### config.mk
export PLATFORM = sky130hd
export DESIGN_NAME = regfile_dump_reader
export DESIGN_NICKNAME = d
export VERILOG_FILES = /design/src/rtl/regfile_dump_reader_pkg.sv /design/src/rtl/regfile_dump_pairbuf.sv /design/src/rtl/regfile_dump_reader.sv
export SDC_FILE = /design/constraint.sdc
export NUM_CORES = 1
export LEC_CHECK = 0
export BUFFER_PORTS_ARGS = -buffer_cell sky130_fd_sc_hd__buf_2
export CAP_MARGIN = 40
export CORE_ASPECT_RATIO = 0.8
export CORE_UTILIZATION = 58
export CTS_CLUSTER_DIAMETER = 40
export DETAILED_ROUTE_END_ITERATION = 10
export GPL_TIMING_DRIVEN = 0
export PLACE_DENSITY_LB_ADDON = 0.15
export REMOVE_ABC_BUFFERS = 1
export SETUP_SLACK_MARGIN = 0.5
export SYNTH_ARGS = -nofsm -noshare
export SYNTH_HDL_FRONTEND = slang
export SYNTH_HIERARCHICAL = 1
export SYNTH_SLANG_ARGS = --single-unit
export TNS_END_PERCENT = 100
### constraint.sdc
create_clock -name clock -period 3.2 [get_ports clock]
set_input_delay 0 -clock clock [delete_from_list [all_inputs] [get_ports clock]]
set_output_delay 0 -clock clock [all_outputs]
set_load 0.01 [all_outputs]
### src/rtl/regfile_dump_reader_pkg.sv
// Shared constants, FSM state encoding and dump payload type for the register-file dump reader.
// Also imported by the register file and its bench.
package regfile_dump_reader_pkg;

  localparam int unsigned NUM_REGS   = 32;
  localparam int unsigned DATA_WIDTH = 32;
  localparam int unsigned IDX_WIDTH  = 5;

  typedef enum logic [2:0] {
    IDLE  = 3'd0,
    READ  = 3'd1,
    SEND0 = 3'd2,
    SEND1 = 3'd3,
    DONE  = 3'd4
  } dumpState_e;

  typedef struct packed {
    logic [IDX_WIDTH-1:0]  index;
    logic [DATA_WIDTH-1:0] data;
  } dumpWord_t;

endpackage

### src/rtl/regfile_dump_pairbuf.sv
// Two-entry capture buffer for one even/odd register pair, with a registered output word
// selected from the freshly captured A data or the held B entry.
module regfile_dump_pairbuf #(
  parameter int unsigned DATA_WIDTH = 32
) (
  input  logic                  clock,
  input  logic                  ctrl_reset_n,
  input  logic                  capture,
  input  logic                  advance,
  input  logic [DATA_WIDTH-1:0] dataA,
  input  logic [DATA_WIDTH-1:0] dataB,
  output logic [DATA_WIDTH-1:0] buf0,
  output logic [DATA_WIDTH-1:0] buf1,
  output logic [DATA_WIDTH-1:0] wordOut
);
  import regfile_dump_reader_pkg::*;

  logic [DATA_WIDTH-1:0] wordNextC;

  // Output word: A data on capture, the odd entry once the even word is accepted.
  always_comb begin
    wordNextC = wordOut;
    if (capture) begin
      wordNextC = dataA;
    end else if (advance) begin
      wordNextC = buf1;
    end
  end

  always_ff @(posedge clock or negedge ctrl_reset_n) begin
    if (!ctrl_reset_n) begin
      buf0    <= '0;
      buf1    <= '0;
      wordOut <= '0;
    end else begin
      if (capture) begin
        buf0 <= dataA;
        buf1 <= dataB;
      end
      wordOut <= wordNextC;
    end
  end

endmodule

### src/rtl/regfile_dump_reader.sv
// Read-only dump master: walks the register file two registers at a time through ports A/B
// and streams each word with its index over valid/ready, keeping an XOR checksum.
module regfile_dump_reader #(
  parameter int unsigned NUM_REGS   = regfile_dump_reader_pkg::NUM_REGS,
  parameter int unsigned DATA_WIDTH = regfile_dump_reader_pkg::DATA_WIDTH,
  parameter int unsigned IDX_WIDTH  = regfile_dump_reader_pkg::IDX_WIDTH
) (
  input  logic                  clock,
  input  logic                  ctrl_reset_n,
  input  logic                  start,
  input  logic                  abort,
  output logic [IDX_WIDTH-1:0]  ctrl_readRegA,
  output logic [IDX_WIDTH-1:0]  ctrl_readRegB,
  input  logic [DATA_WIDTH-1:0] data_readRegA,
  input  logic [DATA_WIDTH-1:0] data_readRegB,
  output logic                  dump_valid,
  input  logic                  dump_ready,
  output logic [IDX_WIDTH-1:0]  dump_index,
  output logic [DATA_WIDTH-1:0] dump_data,
  output logic                  busy,
  output logic                  done,
  output logic [DATA_WIDTH-1:0] checksum
);
  import regfile_dump_reader_pkg::*;

  localparam logic [IDX_WIDTH-1:0] LAST_IDX = IDX_WIDTH'(NUM_REGS - 1);

  dumpState_e            state;
  dumpState_e            stateNext;
  logic [IDX_WIDTH-1:0]  pairIdx;
  logic [IDX_WIDTH-1:0]  pairIdxNext;
  logic [IDX_WIDTH-1:0]  addrANext;
  logic [IDX_WIDTH-1:0]  addrBNext;
  logic [IDX_WIDTH-1:0]  indexNext;
  logic                  validNext;
  logic                  busyNext;
  logic                  doneNext;
  logic [DATA_WIDTH-1:0] checksumNext;
  logic [DATA_WIDTH-1:0] buf0;
  logic [DATA_WIDTH-1:0] buf1;
  logic                  captureC;
  logic                  advanceC;
  logic                  handshakeC;
  logic [IDX_WIDTH-1:0]  idxPlus1C;

  assign handshakeC = dump_valid && dump_ready;
  assign idxPlus1C  = pairIdx + IDX_WIDTH'(1);

  regfile_dump_pairbuf #(
    .DATA_WIDTH (DATA_WIDTH)
  ) uPairBuf (
    .clock        (clock),
    .ctrl_reset_n (ctrl_reset_n),
    .capture      (captureC),
    .advance      (advanceC),
    .dataA        (data_readRegA),
    .dataB        (data_readRegB),
    .buf0         (buf0),
    .buf1         (buf1),
    .wordOut      (dump_data)
  );

  always_ff @(posedge clock or negedge ctrl_reset_n) begin
    if (!ctrl_reset_n) begin
      state         <= IDLE;
      pairIdx       <= '0;
      ctrl_readRegA <= '0;
      ctrl_readRegB <= '0;
      dump_valid    <= 1'b0;
      dump_index    <= '0;
      busy          <= 1'b0;
      done          <= 1'b0;
      checksum      <= '0;
    end else begin
      state         <= stateNext;
      pairIdx       <= pairIdxNext;
      ctrl_readRegA <= addrANext;
      ctrl_readRegB <= addrBNext;
      dump_valid    <= validNext;
      dump_index    <= indexNext;
      busy          <= busyNext;
      done          <= doneNext;
      checksum      <= checksumNext;
    end
  end

  always_comb begin
    stateNext    = state;
    pairIdxNext  = pairIdx;
    addrANext    = ctrl_readRegA;
    addrBNext    = ctrl_readRegB;
    validNext    = dump_valid;
    indexNext    = dump_index;
    busyNext     = busy;
    doneNext     = 1'b0;
    checksumNext = checksum;
    captureC     = 1'b0;
    advanceC     = 1'b0;

    case (state)
      IDLE: begin
        if (start && !abort) begin
          pairIdxNext  = '0;
          addrANext    = '0;
          addrBNext    = IDX_WIDTH'(1);
          checksumNext = '0;
          busyNext     = 1'b1;
          stateNext    = READ;
        end
      end
      READ: begin
        captureC  = 1'b1;
        validNext = 1'b1;
        indexNext = pairIdx;
        stateNext = SEND0;
      end
      SEND0: begin
        if (handshakeC) begin
          checksumNext = checksum ^ buf0;
          advanceC     = 1'b1;
          indexNext    = idxPlus1C;
          stateNext    = SEND1;
        end
      end
      SEND1: begin
        if (handshakeC) begin
          checksumNext = checksum ^ buf1;
          validNext    = 1'b0;
          if (idxPlus1C == LAST_IDX) begin
            doneNext  = 1'b1;
            stateNext = DONE;
          end else begin
            pairIdxNext = pairIdx + IDX_WIDTH'(2);
            addrANext   = pairIdx + IDX_WIDTH'(2);
            addrBNext   = pairIdx + IDX_WIDTH'(3);
            stateNext   = READ;
          end
        end
      end
      DONE: begin
        busyNext  = 1'b0;
        stateNext = IDLE;
      end
      default: begin
        stateNext = IDLE;
      end
    endcase

    // Abort drops the stream without a done pulse; a handshake on the same edge is discarded.
    if (abort && (state != IDLE)) begin
      stateNext    = IDLE;
      pairIdxNext  = pairIdx;
      addrANext    = ctrl_readRegA;
      addrBNext    = ctrl_readRegB;
      indexNext    = dump_index;
      validNext    = 1'b0;
      busyNext     = 1'b0;
      doneNext     = 1'b0;
      checksumNext = checksum;
      captureC     = 1'b0;
      advanceC     = 1'b0;
    end
  end

endmodule

Yosys cells after proc, flatten, opt, wreduce, memory -nomap -nowiden
Cells that the tools add are included.
Widths: inputs -> output; s select.
- flip-flop bits (word level): 149
- latch bits: 0
- memory bits (writable): 0
- ROM bits: 0
- output and inout port bits: 82
- word-level logic and storage cells: 84
- memories: 0
- add/sub/neg operators: 3
- multipliers: 0
- div/mod/pow operators: 0
- magnitude comparators: 0
- equality and inequality tests: 12
- shifts and indexed selects: 0
- multiplexer cells: 37
- bitwise gates (word level): 3
- reductions and logical operators: 18
- operators with widths (kind ; count):
    $mux 32 ; 5
    $pmux 32 s3 ; 1
    $xor 32x32->32 ; 2
    $mux 5 ; 7
    $pmux 5 s2 ; 3
    $mux 3 ; 5
    $mux 1 ; 13
    $pmux 3 s4 ; 1
    $reduce_bool 3->1 ; 4
    $add 5x2->5 const B ; 2
    $reduce_and 5->1 ; 2
    $ne 3x3->1 const B ; 3
    $ne 2x2->1 const B ; 4
    $eq 3x2->1 const B ; 2
    $reduce_and 3->1 ; 2
    $reduce_bool 2->1 ; 3
    $add 5x1->5 const B ; 1
    $eq 5x5->1 const B ; 1
    $pmux 1 s2 ; 2
    $reduce_and 2->1 ; 2
    $eq 3x1->1 const B ; 1
    $eq 3x3->1 const B ; 1
    $logic_and 1x1->1 ; 3
    $logic_not 3->1 ; 1
    other kinds (2) ; 2

Logic depth before layout (Yosys ltp)
- depth after elaboration: 6
- gate-level depth with buffers: 8
- gate-level depth less buffers: 5

Hierarchy
The synthesis kept the hierarchy.
- by module, submodules not included (module ; instances ; cells an instance ; area each (µm²) ; sequential area each (µm²)):
    regfile_dump_pairbuf ; 1 ; 306 ; 3837.4 ; 2402.3
    regfile_dump_reader ; 1 ; 254 ; 2557.5 ; 1226.2

Worst setup path after synthesis
OpenSTA, ideal clock, no wires.
- kind: reg2reg
- from: reg state[2]
- to: reg uPairBuf.buf1[10]
- arrival time: 1.645 ns
- required time: 3.075 ns
- path slack: 1.430 ns
- stages on the path, launching flop included: 7
- path buffers: 2
- cell sequence: dfrtp_1 nor2_1 nand2_1 nor2_1 buf_6 buf_6 mux2_2
- longest elaborated chain between the ends: 3
- elaborated cells on any way between the ends: 5
- those cells by class: eq/ne (1); mux (2); reduce/logical (2)
- RTL lines (element ; RTL line ; RTL):
    start: declaration ; regfile_dump_reader.sv:28 ; dumpState_e state;
    start signal: assignment ; regfile_dump_reader.sv:75 ; state <= stateNext;
    $eq 3x1->1 / $reduce_bool 3->1 (equally long branches) ; regfile_dump_reader.sv:100, regfile_dump_reader.sv:150 ;
    $mux 1 / $logic_and 1x1->1 (equally long branches) ; regfile_dump_reader.sv:100, regfile_dump_reader.sv:150 ;
    $mux 1 * ; regfile_dump_reader.sv:150 ; if (abort && (state != IDLE)) begin
    named net captureC ; regfile_dump_reader.sv:41 ; logic captureC;
    end signal: assignment ; regfile_dump_pairbuf.sv:38 ; buf1 <= dataB;
    end: declaration ; regfile_dump_pairbuf.sv:13 ; output logic [DATA_WIDTH-1:0] buf1,
The timed path passes the listed nets; every way through them passes the cells marked *.
A chain may end at the register's enable or synchronous reset.

Worst setup path in the final report
- from: reg state[2]
- to: reg uPairBuf.buf1[16]
The elaborated chain is that of the path after synthesis.

==> results.md <==
* Total CTS buffers at 17
* Antenna Violating Nets Remaining at 0
* Achievable Freq at roughly 0.40 GHz
* Max-slew violation count at 0
* Die footprint at about 11000 µm²
* First-pass GRT wire length at approximately 25000 µm
* Vias in the first global route at approximately 5300
* Commonest cells post-synth: 145 x dfrtp_1, 92 x o21ai_0, 65 x mux2i_1
* Drc violations at 0
* Routed WL at between 15000 and 20000 µm
* Outcome: finished clean
* Yosys warnings at 6
* Clock skew at between 0.009 and 0.01 ns
* Dpl hpwl at roughly 9400 µm
* Ports at 151
* Drt wl/cell at around 17 µm
* H-Tree Level Count at 4
* Most frequent cell after synthesis: dfrtp_1
* Synth unique cells at 38
* Post-synth top area share at a little under three fifths
* Critical Path Fanout Max at 40
* CP required at about 3.5 ns
* P_leak at 4.18 nW
* Fin crit period at about 2.5 ns
* IO Port Bufs at ~150
* Starting Density at 61.0%
* R2r setup slk at between 0.7 and 0.8 ns
* Nets@finish at roughly 850
* CTS sink cnt at roughly 150
* Rows at 33
* Tightest Pin Transition at a little over 0.8 ns
* Placed cell area at ~7300 µm²
* Max clock buf depth at 2
* Worst setup EP type: register
* Synth area leader: dfrtp_1
* Post-synth top flop: dfrtp_1
* Synthesized area at 6390 µm²
* # diodes at 0
* CTS root buf: clkbuf_16
* Relative slew slack at a little under half
* Mapped Cells at 560
* Pwr Total at roughly 6.5 mW
* Die Ht at 95.9 µm
* PD cells at 761 nW/µm²
* Final GP Congestion at roughly 0.74
* Period utilization at 78.0%
* Final Cell Area at around 8600 µm²
* EDFF count, synth at 0
* Max-cap viol count at 0
* Post-synth ARST share at 100%
* Area Overhead vs Synth at 33.9%
* Hold_ws at 0.0471 ns
* Vias per cell at around 5.4
* Pre-antenna DRT Iters at 5
* Tightest Hold Check Type: in2reg
* Mean Syn Cell Area at roughly 11 µm²
* Critical path startpoint category: register
* Initial antenna violation count at 0
* Tot GR Track Use at just under 30%
* CTS clk-pin slew, worst paths at 0.06 ns
* Total number of vias at around 5000
* Core footprint at around 10000 µm²
* Post-synthesis sequential area ratio at 56.7%
* Critical path class: reg2reg
* CTS tree: built
* # setup viols final at 0
* Crit path DAT at between 2 and 3 ns
* Fin. Hold Viols at 0
* Share of the core filled with cells at about four fifths
* Fin worst setup slack at just over 0.7 ns
* Inst Count DP at roughly 830
* Total congestion overflow at 0
* Fraction of layout cells with a size suffix above 1 at 30.4%
* Pre-CTS setup slack at ~0.66 ns
* Die width at about 120 µm
* Top cells by area, synth: dfrtp_1 57%, mux2i_1 10%, o21ai_0 7.2%, mux2_2 5.1%, or3_1 3.2%
* Largest net degree at the start of global routing at 91
* Layout Cells excl Fill at between 900 and 1000
* Initial DRC count at between 200 and 300
* Register bit total from synthesis at 145
* Max IR drop VDD at approximately 0.49 mV
* Worst skew pair latency at between 0.4 and 0.5 ns
* Setup tns final at 0 ns
* RSZ-0062 raised after global routing: no
==> power breakdown <==
part	internal, mW	switching, mW
Combinational	0.787	0.852
Clock	1.25	0.743
Sequential	2.46	0.421
Total	4.50	2.02
==> area by class of cell <==
type | count | area (µm²)
Multi-Input combinational cell | 343 | 2390
Tap cell | 140 | 175
Sequential cell | 145 | 3630
Inverter | 34 | 128
Timing Repair Buffer | 233 | 1650
Clock inverter | 12 | 140
Fill cell | 625 | 1930
Clock buffer | 19 | 453
==> cell usage in the layout, fill, tap and decap left out, types with 2 or more instances in the layout <==
master,instances
buf_12,3
dfrtp_1,145
nor2_1,7
dlygate4sd3_1,67
clkbuf_8,2
or3_1,33
buf_16,2
o21ai_0,92
clkbuf_16,17
o21ai_1,7
mux2_2,29
nor3_1,2
clkinvlp_4,2
inv_1,34
buf_8,3
nand3_1,2
mux2i_1,65
mux2_4,8
clkinv_2,7
o2bb2ai_1,2
bufinv_16,3
nand3b_1,2
o211ai_1,2
a21oi_1,35
buf_2,149
buf_4,8
nand2_1,37
ha_1,2
==> layer usage <==
layer / wire (µm) / track usage (%) / vias up
met5: 0 / 0 / -
met4: 249 / 12.0 / 0
met3: 894 / 7.46 / 25
met2: 7950 / 52.1 / 149
met1: 6510 / 34.2 / 2464
li1: - / - / 2379
==> critical path, stage by stage (launching register included) <==
cell,delay (ns)
dfrtp_1,0.48
nor2_1,0.41
nand2_1,0.21
nor2_4,0.41
buf_12,0.26
buf_12,0.22
mux2_2,0.36
==> final timing paths <==
| kind | start | depth (start not counted) | end |
|---|---|---|---|
| worst max-delay path | state[2] | 6 | uPairBuf/buf1[16] |
| worst min-delay path | abort | 4 | busy |
| worst max register to register | state[2] | 6 | uPairBuf/buf1[16] |
| worst min register to register | ctrl_readRegB[0] | 1 | ctrl_readRegB[0] |
| max in group asynchronous | ctrl_reset_n | 3 | uPairBuf/wordOut[23] |
| min in group asynchronous | ctrl_reset_n | 2 | checksum[11] |
==> cell families after synthesis <==
family / after synthesis / synth area share [%]
flip-flops: 145 / 56.7
AO/OA/AOI/OAI: 144 / 11.7
multiplexers: 102 / 17.2
AND/OR/NAND/NOR: 94 / 7.53
buffers and inverters: 72 / 6.40
adder cells (fa/ha/maj): 2 / 0.391
other: 1 / 0.0586
==> sequential cells by signal (all words and copies together), names as in the netlist, 2 cells and up <==
register,cells
checksum,32
uPairBuf/buf0,32
uPairBuf/buf1,32
uPairBuf/wordOut,32
dump_index,5
pairIdx,4
state,3
ctrl_readRegB,2
==> timing repair <==
item | CTS | global route
setup endpoints to repair | 0 | 6
hold endpoints to repair | 155 | 0
hold buffers | 67 | 0
resized for setup | 0 | 1
setup buffers | 0 | 0
No activity file was read; power rests on OpenSTA's default activity.
